File: src/rtl/mem_access_monitor.sv
// Memory access monitor: checks accepted fetch/data transfers against region permissions and tracks test exit.
// Optional watchdog (RUN -> TIMEOUT) is enabled by defining MEM_ACCESS_MONITOR_WATCHDOG_EN.
module mem_access_monitor #(
  parameter int                NUM_REGIONS    = 2,
  parameter int                ADDR_W         = 32,
  parameter logic [ADDR_W-1:0] EXIT_ADDR      = 32'h0004_0000,
  parameter int                TIMEOUT_CYCLES = 100000
) (
  input  logic                          clk,
  input  logic                          reset,
  input  logic                          instr_req_i,
  input  logic                          instr_gnt_i,
  input  logic [ADDR_W-1:0]             instr_addr_i,
  input  logic                          data_req_i,
  input  logic                          data_gnt_i,
  input  logic                          data_we_i,
  input  logic [ADDR_W-1:0]             data_addr_i,
  input  logic [ADDR_W-1:0]             data_wdata_i,
  input  logic [NUM_REGIONS*ADDR_W-1:0] region_lo_i,
  input  logic [NUM_REGIONS*ADDR_W-1:0] region_hi_i,
  input  logic [NUM_REGIONS-1:0]        region_we_i,
  input  logic [NUM_REGIONS-1:0]        region_xe_i,
  output logic                          done_o,
  output logic                          pass_o,
  output logic [1:0]                    fault_code_o,
  output logic [ADDR_W-1:0]             fault_addr_o,
  output logic [15:0]                   viol_count_o,
  output logic [31:0]                   cycle_count_o
);

  typedef enum logic [2:0] {S_IDLE, S_RUN, S_PASS, S_FAIL, S_TIMEOUT} state_t;

  localparam logic [1:0] CODE_EXIT  = 2'b00;
  localparam logic [1:0] CODE_FETCH = 2'b01;
  localparam logic [1:0] CODE_WRITE = 2'b10;
  localparam logic [1:0] CODE_READ  = 2'b11;

  state_t state, state_nxt;
  logic   done_nxt, pass_nxt;

  logic [NUM_REGIONS-1:0] ihit, dhit;
  logic fetch_acc, data_acc, exit_wr;
  logic fetch_viol, write_viol, read_viol, data_viol, any_viol;

  // A region with lo >= hi can never satisfy lo <= addr < hi, so it never hits.
  always_comb begin
    ihit = '0;
    dhit = '0;
    for (int k = 0; k < NUM_REGIONS; k++) begin
      ihit[k] = (instr_addr_i >= region_lo_i[k*ADDR_W +: ADDR_W]) &&
                (instr_addr_i <  region_hi_i[k*ADDR_W +: ADDR_W]);
      dhit[k] = (data_addr_i  >= region_lo_i[k*ADDR_W +: ADDR_W]) &&
                (data_addr_i  <  region_hi_i[k*ADDR_W +: ADDR_W]);
    end
  end

  assign fetch_acc  = instr_req_i & instr_gnt_i;
  assign data_acc   = data_req_i & data_gnt_i;
  assign exit_wr    = data_acc & data_we_i & (data_addr_i == EXIT_ADDR);
  assign fetch_viol = fetch_acc & ~|(ihit & region_xe_i);
  assign write_viol = data_acc & data_we_i & ~exit_wr & ~|(dhit & region_we_i);
  assign read_viol  = data_acc & ~data_we_i & ~|dhit;
  assign data_viol  = write_viol | read_viol;
  assign any_viol   = fetch_viol | data_viol;

`ifdef MEM_ACCESS_MONITOR_WATCHDOG_EN
  localparam logic [31:0] TIMEOUT_LIM = 32'(TIMEOUT_CYCLES);
  logic wd_expired;
  assign wd_expired = (cycle_count_o >= TIMEOUT_LIM);
`else
  logic wd_expired;
  logic unused_timeout;
  assign wd_expired     = 1'b0;
  assign unused_timeout = |32'(TIMEOUT_CYCLES);
`endif

  always_ff @(posedge clk or posedge reset) begin
    if (reset) state <= S_IDLE;
    else       state <= state_nxt;
  end

  always_comb begin
    state_nxt = state;
    case (state)
      S_IDLE: begin
        if (any_viol)       state_nxt = S_FAIL;
        else if (fetch_acc) state_nxt = S_RUN;
      end
      S_RUN: begin
        if (any_viol)        state_nxt = S_FAIL;
        else if (exit_wr)    state_nxt = (data_wdata_i == ADDR_W'(1)) ? S_PASS : S_FAIL;
        else if (wd_expired) state_nxt = S_TIMEOUT;
      end
      default: state_nxt = state;
    endcase
  end

  always_comb begin
    done_nxt = (state_nxt == S_PASS) || (state_nxt == S_FAIL) || (state_nxt == S_TIMEOUT);
    pass_nxt = (state_nxt == S_PASS);
  end

  logic        first_fault;
  logic [16:0] viol_sum;
  assign first_fault = ((state == S_IDLE) || (state == S_RUN)) && (state_nxt == S_FAIL);
  assign viol_sum    = {1'b0, viol_count_o} + 17'(fetch_viol) + 17'(data_viol);

  always_ff @(posedge clk or posedge reset) begin
    if (reset) begin
      done_o        <= 1'b0;
      pass_o        <= 1'b0;
      fault_code_o  <= CODE_EXIT;
      fault_addr_o  <= '0;
      viol_count_o  <= '0;
      cycle_count_o <= '0;
    end else begin
      done_o <= done_nxt;
      pass_o <= pass_nxt;
      // Fetch outranks data; a bad exit only reaches FAIL when no violation occurred.
      if (first_fault) begin
        if (fetch_viol) begin
          fault_code_o <= CODE_FETCH;
          fault_addr_o <= instr_addr_i;
        end else if (write_viol) begin
          fault_code_o <= CODE_WRITE;
          fault_addr_o <= data_addr_i;
        end else if (read_viol) begin
          fault_code_o <= CODE_READ;
          fault_addr_o <= data_addr_i;
        end else begin
          fault_code_o <= CODE_EXIT;
          fault_addr_o <= data_wdata_i;
        end
      end
      if ((state != S_PASS) && (state != S_TIMEOUT))
        viol_count_o <= viol_sum[16] ? 16'hFFFF : viol_sum[15:0];
      if ((state == S_RUN) && (cycle_count_o != 32'hFFFF_FFFF))
        cycle_count_o <= cycle_count_o + 32'd1;
    end
  end

endmodule

File: config.mk
export PLATFORM = sky130hd
export DESIGN_NAME = mem_access_monitor
export DESIGN_NICKNAME = d
export VERILOG_FILES = /design/src/rtl/mem_access_monitor.sv
export SDC_FILE = /design/constraint.sdc
export NUM_CORES = 1
export LEC_CHECK = 0
export BUFFER_PORTS_ARGS = -buffer_cell sky130_fd_sc_hd__buf_2
export CAP_MARGIN = 40
export CORE_UTILIZATION = 40
export CTS_CLUSTER_SIZE = 10
export DETAILED_ROUTE_END_ITERATION = 8
export GPL_TIMING_DRIVEN = 0
export PLACE_DENSITY = 0.69
export SLEW_MARGIN = 20
export SYNTH_ARGS = -nofsm -noshare
export SYNTH_HDL_FRONTEND = slang
export SYNTH_SLANG_ARGS = --single-unit
File: constraint.sdc
create_clock -name clk -period 9.1 [get_ports clk]
set_clock_uncertainty 0.1 [all_clocks]
set_input_delay 2.275 -clock clk [delete_from_list [all_inputs] [get_ports clk]]
set_output_delay 2.275 -clock clk [all_outputs]
set_load 0.005 [all_outputs]
==> flow_summary.ini, run 1 <==
[run_status]
outcome = finished clean

[setup_path]
cp-endpoint = viol_count_o[2]$_DFFE_PP0P_
crit_path_start_kind = input pin
cp_top_family = simple AND/OR/NAND/NOR gates
slowest_delay_ns = 0.84
worstSetupPathType = in -> reg
cp_data_required_time_ns = 9.21
crit_start = data_addr_i[30]
r2r_slack_ns = 6.21
arrival_ns = 7.26
r2r-end = cycle_count_o[19]$_DFFE_PP0P_
cp_max_fo = 10
end_kind = register
r2r-start = cycle_count_o[5]$_DFFE_PP0P_
crit_buf_inv = 4
crit_path_top_delay_cell = nor4_1
path_cells = buf_2, ha_1, nand4_1, nor4_1, nand2_1, a2bb2oi_1, a221o_2, nor2_4, a21oi_2, buf_2, fa_1, ha_1, and3_1, nand2b_1, clkbuf_1, or3_1, clkbuf_1, o21ai_0
cp.depth = 18
worst-r2r-cell-count = 10

[clocking]
cts.sinks = 87
post_cts_resized = 0
cts_tree = yes
cts_root_buffer = clkbuf_16
clk_pin_slew_ns = 0.07
clk_latency_ns = 0.35
clk_path_buf_depth = 2
hold_buffers = 0
cts.htree.levels = 3
cts_setup_buffers = 0
cts_inserted_buffers = 9

[placement]
port_buffers = 318
place_congestion = 0.966
dp.final_hpwl_um = 31500

[route]
drc = 0
drt_iter0_markers = 737
wl_per_cell_um = 19.6
avgViaCountPerCell = 5.62
via_count = 10800
wirelength_um = 37500
final_antenna_net_count = 0
first_pass_iters = 5

[timing]
maxSlewViolCount = 0
worst_pin_slew_ns = 0.916
setup_tns_ns = 0
hold_violations = 0
finalSetupViolations = 0
post-route-min-period_ns = 7.15
slew_headroom_pct = 38.3
grt_setup_unrepaired = no
max_freq_ghz = 0.140
finalCritPeriodShare_pct = 78.6

[synthesis]
synth_warnings = 0
avgSynthCellArea_um2 = 8.57
synth-seq-cells = 87
synth.net_count = 1732
yosysUniqueCellTypes = 78
ys_seq_area_share_pct = 20.5
synth_commonest_cells = ha_1, inv_1, a21oi_1, nand2_1, dfrtp_1
synth_top_area_cell = ha_1
synth-main-ff-cell = dfrtp_1
netlist_area_mm2 = 0.0106
synthTopCellsByArea = ha_1, dfrtp_1, a21oi_1, inv_1, nand2_1
synth_top_area_share_pct = 29.9
synth_edf_count = 0
synth.most_common_cell = ha_1
postSynth.asyncResetShare_pct = 100
netlist_instances = 1242

[power_and_ir_drop]
p_leak_nw = 6.83
p_per_area_mw_per_mm2 = 118
irDropWorstVdd_mv = 0.127

[floorplanning]
die_width_um = 165
die_area_mm2 = 0.0273
num_rows = 59
ios = 319
core_mm2 = 0.0261
initial_core_util_pct = 40.8
die_h_um = 165

[global_route]
grt_pass1_vias = 10400
grt_pass1_wl_um = 56500
grtUsageTotal_pct = 27.4
grt_overflow = 0
antenna_found_initial = 6
grt_max_degree = 56

[hold_path]
hold_path_class = reg -> reg

[cells_and_area]
num-nets-final = 2062
final_core_util_pct = 49.9
drive_gt1_share_pct = 24.6
synthToLayoutAreaGrowth_pct = 22.3

[job]
max-cap-violations = 0
==> report_power, final <==
group | leakage (nW) | internal [W] | switching (W) | total [W]
logic | 5.54 | 0.000269 | 0.000363 | 0.000632
registers | 1.14 | 0.000465 | 0.0000486 | 0.000514
clock network | 0.150 | 0.000224 | 0.000169 | 0.000393
==> metal layers <==
metal	wire length, um	global-route usage, %	vias up
met4	1920	14.1	0
met3	2730	5.37	94
li1	-	-	5287
met5	0	0	-
met2	16200	42.3	418
met1	16600	36.0	4975
==> cell type report <==
cell class / count / area [um2]
diodes: 6 / 15.0
plain buffers: 26 / 166
clock buffers: 10 / 239
clock inverters: 6 / 72.6
fillers: 2533 / 13100
inverters: 135 / 509
multi-input cells: 994 / 7790
flip-flops and latches: 87 / 2180
well taps: 335 / 419
repair buffers: 319 / 1620
==> cells in the final DEF (no fill, tap or decap), drive strengths merged, types with 4 or more instances in the layout <==
master     n
a2111oi    4
and4      14
o21ai     73
nor2b      8
o21a       8
nand2b    19
a31oi      6
a21oi    113
a21o      16
xnor2     27
nor3      11
and2       6
and3      16
buf      333
mux2i     19
nor4      23
nand3     48
dfrtp     87
nor2      40
a211oi    19
nand2     98
nand4     50
or2b       7
inv      138
or3       21
diode      6
o211ai    20
xor2      10
o31ai     16
a221oi     5
clkbuf    19
ha       254
==> worst reg2reg max path, stage by stage, from the launching register on <==
cell and delay, ns:
dfrtp_1 0.44, and4_1 0.28, nand4_1 0.11, nor4_1 0.41, a21oi_1 0.28, and4_1 0.34, and2_1 0.21, nor2b_1 0.13
buf_2 0.16, and3_1 0.20, xor2_1 0.13
==> metrics by stage <==
step	hold WS (ns)	cell area (um2)	total power (W)	setup slack, ns	cells
2_1_floorplan	0.373	10600	0.000840	3.02	1242
3_3_place_gp	0.359	12600	0.00113	1.78	1895
3_5_place_dp	0.374	12700	0.00114	1.70	1896
4_1_cts	0.389	13000	0.00154	2.06	1912
5_1_grt	0.403	13000	0.00164	1.83	1917
6_report	0.389	13000	0.00154	1.95	1918
==> flip-flops by register name, indices dropped and copies added (netlist names) <==
name / count
cycle_count_o: 32
fault_addr_o: 32
fault_code_o: 2
state: 3
done_o: 1
viol_count_o: 16
pass_o: 1
==> worst min path at each step <==
stage,start,end,slack [ns],depth (start not counted)
after detailed placement,fault_code_o[1]$_DFFE_PP0P_,fault_code_o[1]$_DFFE_PP0P_,0.37,1
after CTS,fault_code_o[1]$_DFFE_PP0P_,fault_code_o[1]$_DFFE_PP0P_,0.39,1
after global placement,fault_code_o[1]$_DFFE_PP0P_,fault_code_o[1]$_DFFE_PP0P_,0.36,1
final,fault_code_o[1]$_DFFE_PP0P_,fault_code_o[1]$_DFFE_PP0P_,0.39,1
after floorplan,fault_code_o[1]$_DFFE_PP0P_,fault_code_o[1]$_DFFE_PP0P_,0.37,1
after global routing,fault_code_o[1]$_DFFE_PP0P_,fault_code_o[1]$_DFFE_PP0P_,0.40,1
==> logic make-up after synthesis <==
logic type | count (synthesis) | share of synthesized area [%]
muxes | 20 | 1.89
and+or+nand+nor | 368 | 18.6
xor gates and xnor gates | 37 | 3.05
adders and majority gates | 255 | 30.1
AOI/OAI and AO/OA | 314 | 19.6
DFF | 87 | 20.5
buffers and inverters | 161 | 6.33
(Power assumes the default switching activity.)
==> run 2, diff against run 1 <==
- ABC_AREA: unset -> 1
- PLACE_DENSITY: 0.69 -> 0.7
- clock period: 9.1 -> 5.75 ns (I/O delays scaled with it)
==> run 2 against run 1 <==
Net effect:
- sequential cell count stayed put
- register-to-register slack lost 2.9 ns
- area after synthesis rose by 8.1%
- combinational power grew 24%
- critical path depth up 5
- first-iteration DRC count increased by 5.2%
- synthesized cell count increased by 35%
- critical path type unchanged
- highest routed layer is now met5
==> flow_summary.ini, run 2 <==
[timing]
hold_violations = 0
setup_tns_ns = 0
finalCritPeriodShare_pct = 93.3
maxSlewViolCount = 0
grt_setup_unrepaired = no
slew_headroom_pct = 52.3
worst_pin_slew_ns = 0.713
post-route-min-period_ns = 5.37
finalSetupViolations = 0
fin_ws_ns = 0.383
max_freq_ghz = 0.186

[clocking]
cts_root_buffer = clkbuf_16
cts.htree.levels = 3
clk_path_buf_depth = 2
clk_pin_slew_ns = 0.06
cts_setup_buffers = 0
cts_inserted_buffers = 9
cts.sinks = 87
cts_tree = yes
clk_latency_ns = 0.34

[global_route]
grt_overflow = 0
grt_max_degree = 53
grt_pass1_wl_um = 62100
grtUsageTotal_pct = 27.2
antenna_found_initial = 8
grt_pass1_vias = 12200

[synthesis]
avgSynthCellArea_um2 = 6.85
synth.most_common_cell = nand2_1
postSynth.asyncResetShare_pct = 100
synthTopCellsByArea = ha_1, dfrtp_1, nand2_1, inv_1, a21oi_1
yosysUniqueCellTypes = 42
ys_seq_area_share_pct = 18.9
synth-main-ff-cell = dfrtp_1
synth_commonest_cells = nand2_1, ha_1, inv_1, a21oi_1, nand3_1
synth.net_count = 2169
synth-seq-cells = 87
netlist_area_mm2 = 0.0115
synth_edf_count = 0
synth_warnings = 0
synth_top_area_share_pct = 27.6
synth_top_area_cell = ha_1
netlist_instances = 1679

[power_and_ir_drop]
irDropWorstVdd_mv = 0.120
p_per_area_mw_per_mm2 = 150
p_leak_nw = 8.34
p_total_w = 0.00209

[route]
avgViaCountPerCell = 5.26
final_antenna_net_count = 0
drt_iter0_markers = 775
drc = 0
via_count = 12600
first_pass_iters = 5
wirelength_um = 39800
wl_per_cell_um = 16.6

[floorplanning]
initial_core_util_pct = 41.1
core_mm2 = 0.0280
die_h_um = 172
die_width_um = 172
ios = 319
die_area_mm2 = 0.0294
num_rows = 61

[cells_and_area]
layout_common_cells = nand2_1, buf_2, ha_1, inv_1, a21oi_1
num-nets-final = 2499
fillers = 2864
layout_commonest_cell = nand2_1
drive_gt1_share_pct = 18.6
largest_registers = cycle_count_o (32), fault_addr_o (32), viol_count_o (16)
synthToLayoutAreaGrowth_pct = 21.3

[run_status]
outcome = finished clean

[hold_path]
hold_path_class = reg -> reg

[setup_path]
worstSetupPathType = in -> reg
cp_data_required_time_ns = 5.88
slowest_delay_ns = 0.45
crit_path_top_delay_cell = fa_1
crit_path_start_kind = input pin
arrival_ns = 5.50
path_cells = buf_2, ha_1, nand2_1, nor2_1, nand4_1, nor2_1, nand4_1, nand3_1, nand3_1, nand3_2, clkinv_1, clkbuf_2, fa_1, ha_1, nand3_1, nor3_1, nand2_1, inv_1, nand2_1, nor2_1, inv_1, o21ai_0, a21o_1
cp_top_family = simple AND/OR/NAND/NOR gates
crit_buf_inv = 5
end_kind = register
cp_max_fo = 10

[placement]
port_buffers = 318
place_congestion = 0.908
dp.final_hpwl_um = 34000
pre_cts_slack_ns = -0.140

[job]
max-cap-violations = 0
-- run 2: cell count changes in the layout (fill, tap and decap cells not counted), sizes merged, moves of 21 or more --
cell,change
nor2,+65
or3,-21
nand2,+403
nand4,+28
inv,+93
nand3,+67
o21ai,-27
-- run 2: worst paths after layout --
check	start	to	slack (ns)	depth (start not counted)
max	instr_addr_i[31]	viol_count_o[7]$_DFFE_PP0P_	0.38	23
min reg2reg	fault_addr_o[4]$_DFFE_PP0P_	fault_addr_o[4]$_DFFE_PP0P_	0.37	2
max in group asynchronous	reset	state[1]$_DFF_PP0_	3.82	3
min in group asynchronous	reset	cycle_count_o[31]$_DFFE_PP0P_	1.11	2
max reg2reg	state[2]$_DFF_PP0_	cycle_count_o[30]$_DFFE_PP0P_	3.28	8
min	fault_addr_o[4]$_DFFE_PP0P_	fault_addr_o[4]$_DFFE_PP0P_	0.37	2
-- run 2: tightest hold or removal path: stages, from the launching register on --
cell     delay [ns]
dfrtp_1        0.34
nand2_1        0.05
nand2_1        0.04
-- run 2: cells by family after synthesis --
group                      synth area share (%)
DFF                                        18.9
and+or+nand+nor                            32.8
AOI/OAI and AO/OA                          9.07
xor gates and xnor gates                   2.36
adders and majority gates                  27.8
buffers and inverters                      9.03
-- run 2: report_power, final --
| group | switching, W | total [W] | internal, W |
|---|---|---|---|
| clock | 0.000238 | 0.000655 | 0.000417 |
| combinational | 0.000483 | 0.000782 | 0.000299 |
| sequential | 0.0000231 | 0.000654 | 0.000631 |
| total | 0.000744 | 0.00209 | 0.00135 |
-- run 2: through the flow --
step	instance area (um2)	hold WS (ns)	utilization (%)	std cells
final	13900	0.367	49.8	2397
after global routing	13900	0.384	49.8	2395
after CTS	13900	0.369	49.7	2392
after detailed placement	13600	0.353	48.5	2376
after global placement	13600	0.350	48.4	2375
after floorplan	11500	0.365	-	1679
-- run 2: cell type report --
type                       count  area (um2)  share of cell area, %
timing repair buffer         319        1610                   11.6
buffer                        32         169                   1.21
tap                          378         473                   3.39
sequential                    87        2180                   15.6
inverter                     232         873                   6.26
multi-input combinational   1328        8290                   59.4
clock buffer                  12         267                   1.91
clock inverter                 4        76.3                  0.547
antenna                        5        12.5                 0.0897
-- run 2: repair_timing --
item                                    CTS  global route
resized for setup                         0             3
endpoints found under the setup margin    0             7
hold buffers                              0             0
-- run 2: per-layer routing --
metal  track usage [%]  wire length [um]
met1              33.8             16700
met2              45.2             18000
met3              4.33              3090
met4              13.9              2000
met5                 0                41
==> run 3, diff against run 2 <==
- ABC_AREA: 1 -> unset
- PLACE_DENSITY: 0.7 -> 0.71
==> run 3 against run 2 <==
Net effect:
- sequential power up 24%
- sequential cell count unchanged
- critical path depth is 6 lower
- count of clock-buffer cells in the layout shrank 3
- worst setup slack worse by 0.23 ns
- via count decreased by 13%
- routed wire length is 5.2% lower
- clock power shrank 4.4%
- total power is 17% higher
- final area fell by 6.4%
- largest power group unchanged
- highest routed layer unchanged
==> flow_summary.ini, run 3 (synthesis gave the netlist of run 1 again) <==
[setup_path]
crit_start = data_addr_i[31]
cp_max_fo = 10
r2r-start = cycle_count_o[4]$_DFFE_PP0P_
r2r_slack_ns = 2.86
r2r-end = cycle_count_o[19]$_DFFE_PP0P_
end_kind = register
worstSetupPathType = in -> reg
path_common_cell = ha_1
crit_path_start_kind = input pin
cp_data_required_time_ns = 5.87
path_cells = buf_2, ha_1, nand4_1, nor4_2, nand2_1, a2bb2oi_2, a221o_2, nor2_4, a21oi_2, buf_4, fa_1, ha_1, and3_1, nand2b_2, or3_1, clkbuf_2, o21ai_0
slowest_delay_ns = 0.60
arrival_ns = 5.72
worst-r2r-cell-count = 10
crit_path_top_delay_cell = nor4_2
cp-endpoint = viol_count_o[2]$_DFFE_PP0P_

[clocking]
cts_tree = yes
clk_pin_slew_ns = 0.07
clk_path_buf_depth = 2
cts.htree.levels = 3
cts.sinks = 87
cts_inserted_buffers = 9
cts_root_buffer = clkbuf_16
hold_buffers = 0
clk_latency_ns = 0.34

[floorplanning]
ios = 319
die_area_mm2 = 0.0273
num_rows = 59
initial_core_util_pct = 40.8
core_mm2 = 0.0261
die_width_um = 165
die_h_um = 165

[power_and_ir_drop]
p_leak_nw = 6.85
irDropWorstVdd_mv = 0.235
p_clk_share_pct = 25.6
p_seq_share_pct = 33.2
switchingPower_w = 0.000932
p_int_w = 0.00152
comb_power_share_pct = 41.3
swShare_pct = 38.1
p_total_w = 0.00245
p_per_area_mw_per_mm2 = 187

[timing]
fin_ws_ns = 0.152
max_freq_ghz = 0.179
worst_pin_slew_ns = 0.761
finalCritPeriodShare_pct = 97.4
hold_violations = 0
post-route-min-period_ns = 5.60
finalSetupViolations = 0
grt_setup_unrepaired = no
holdWs_ns = 0.392
maxSlewViolCount = 0
slew_headroom_pct = 48.8

[placement]
pre_cts_slack_ns = -0.891
dp.final_hpwl_um = 31600
port_buffers = 318
placed_area_mm2 = 0.0127
place_congestion = 0.956

[route]
wirelength_um = 37800
wl_per_cell_um = 19.7
first_pass_iters = 5
drt_iter0_markers = 886
avgViaCountPerCell = 5.70
drc = 0
final_antenna_net_count = 0
via_count = 10900

[global_route]
grt_pass1_vias = 10700
antenna_found_initial = 8
grt_max_degree = 56
grt_overflow = 0
grt_pass1_wl_um = 57500
grtUsageTotal_pct = 27.7

[cells_and_area]
synthToLayoutAreaGrowth_pct = 22.8
layout_common_cells = buf_2, ha_1, inv_1, a21oi_1, nand2_1
layout_commonest_cell = buf_2
drive_gt1_share_pct = 25.2
fillers = 2502
num-nets-final = 2062
final_area_mm2 = 0.0131
largest_registers = cycle_count_o (32), fault_addr_o (32), viol_count_o (16)

[job]
max-cap-violations = 0

[hold_path]
hold_path_class = reg -> reg

[run_status]
outcome = finished clean
## run 3: metal layers
layer	global-route usage, %	vias up	wire [um]
met5	0	-	8
li1	-	5285	-
met4	12.8	2	1570
met2	44.5	460	17200
met1	35.1	5111	15900
met3	5.99	87	3130
## run 3: power by group through the flow
stage          sequential (W)  combinational (W)  clock [W]
2_1_floorplan        0.000825           0.000505          0
3_3_place_gp         0.000812           0.000963          0
3_5_place_dp         0.000822           0.000989          0
4_1_cts              0.000812           0.000999   0.000640
5_1_grt              0.000831            0.00113   0.000664
6_report             0.000812            0.00101   0.000626
## run 3: layout make-up
class | count | area (um2) | share of cell area [%]
multi-input cells | 994 | 7830 | 60.0
flip-flops and latches | 87 | 2180 | 16.7
repair buffers | 320 | 1620 | 12.4
inverters | 135 | 509 | 3.90
well taps | 335 | 419 | 3.21
clock buffers | 9 | 225 | 1.72
plain buffers | 25 | 169 | 1.29
clock inverters | 7 | 88.8 | 0.680
diodes | 7 | 17.5 | 0.134
## run 3: timing repair
| action | in CTS | in global routing |
|---|---|---|
| resized for setup | 6 | 8 |
| endpoints found under the setup margin | 13 | 12 |
| setup buffers | 0 | 0 |
## run 3: per-stage QoR
stage          setup TNS, ns  instances  utilization [%]
2_1_floorplan              0       1242                -
5_1_grt                    0       1917             50.1
3_5_place_dp          -10.05       1897             48.7
6_report                   0       1919             50.1
4_1_cts                    0       1912             49.9
3_3_place_gp           -8.96       1895             48.5
## run 3: how the worst min path moves through the flow
stage,cells past startpoint,from,endpoint
after CTS,1,cycle_count_o[3]$_DFFE_PP0P_,cycle_count_o[3]$_DFFE_PP0P_
after global routing,1,cycle_count_o[3]$_DFFE_PP0P_,cycle_count_o[3]$_DFFE_PP0P_
after detailed placement,1,cycle_count_o[3]$_DFFE_PP0P_,cycle_count_o[3]$_DFFE_PP0P_
after floorplan,1,fault_code_o[1]$_DFFE_PP0P_,fault_code_o[1]$_DFFE_PP0P_
final,1,cycle_count_o[31]$_DFFE_PP0P_,cycle_count_o[31]$_DFFE_PP0P_
after global placement,1,fault_code_o[1]$_DFFE_PP0P_,fault_code_o[1]$_DFFE_PP0P_
## run 3: critical path: cells and delay by family
family,cells,cell delay (ns)
compound gates,4,0.90
simple gates,7,1.72
fa+ha+maj,3,0.99
buf+inv,3,0.64
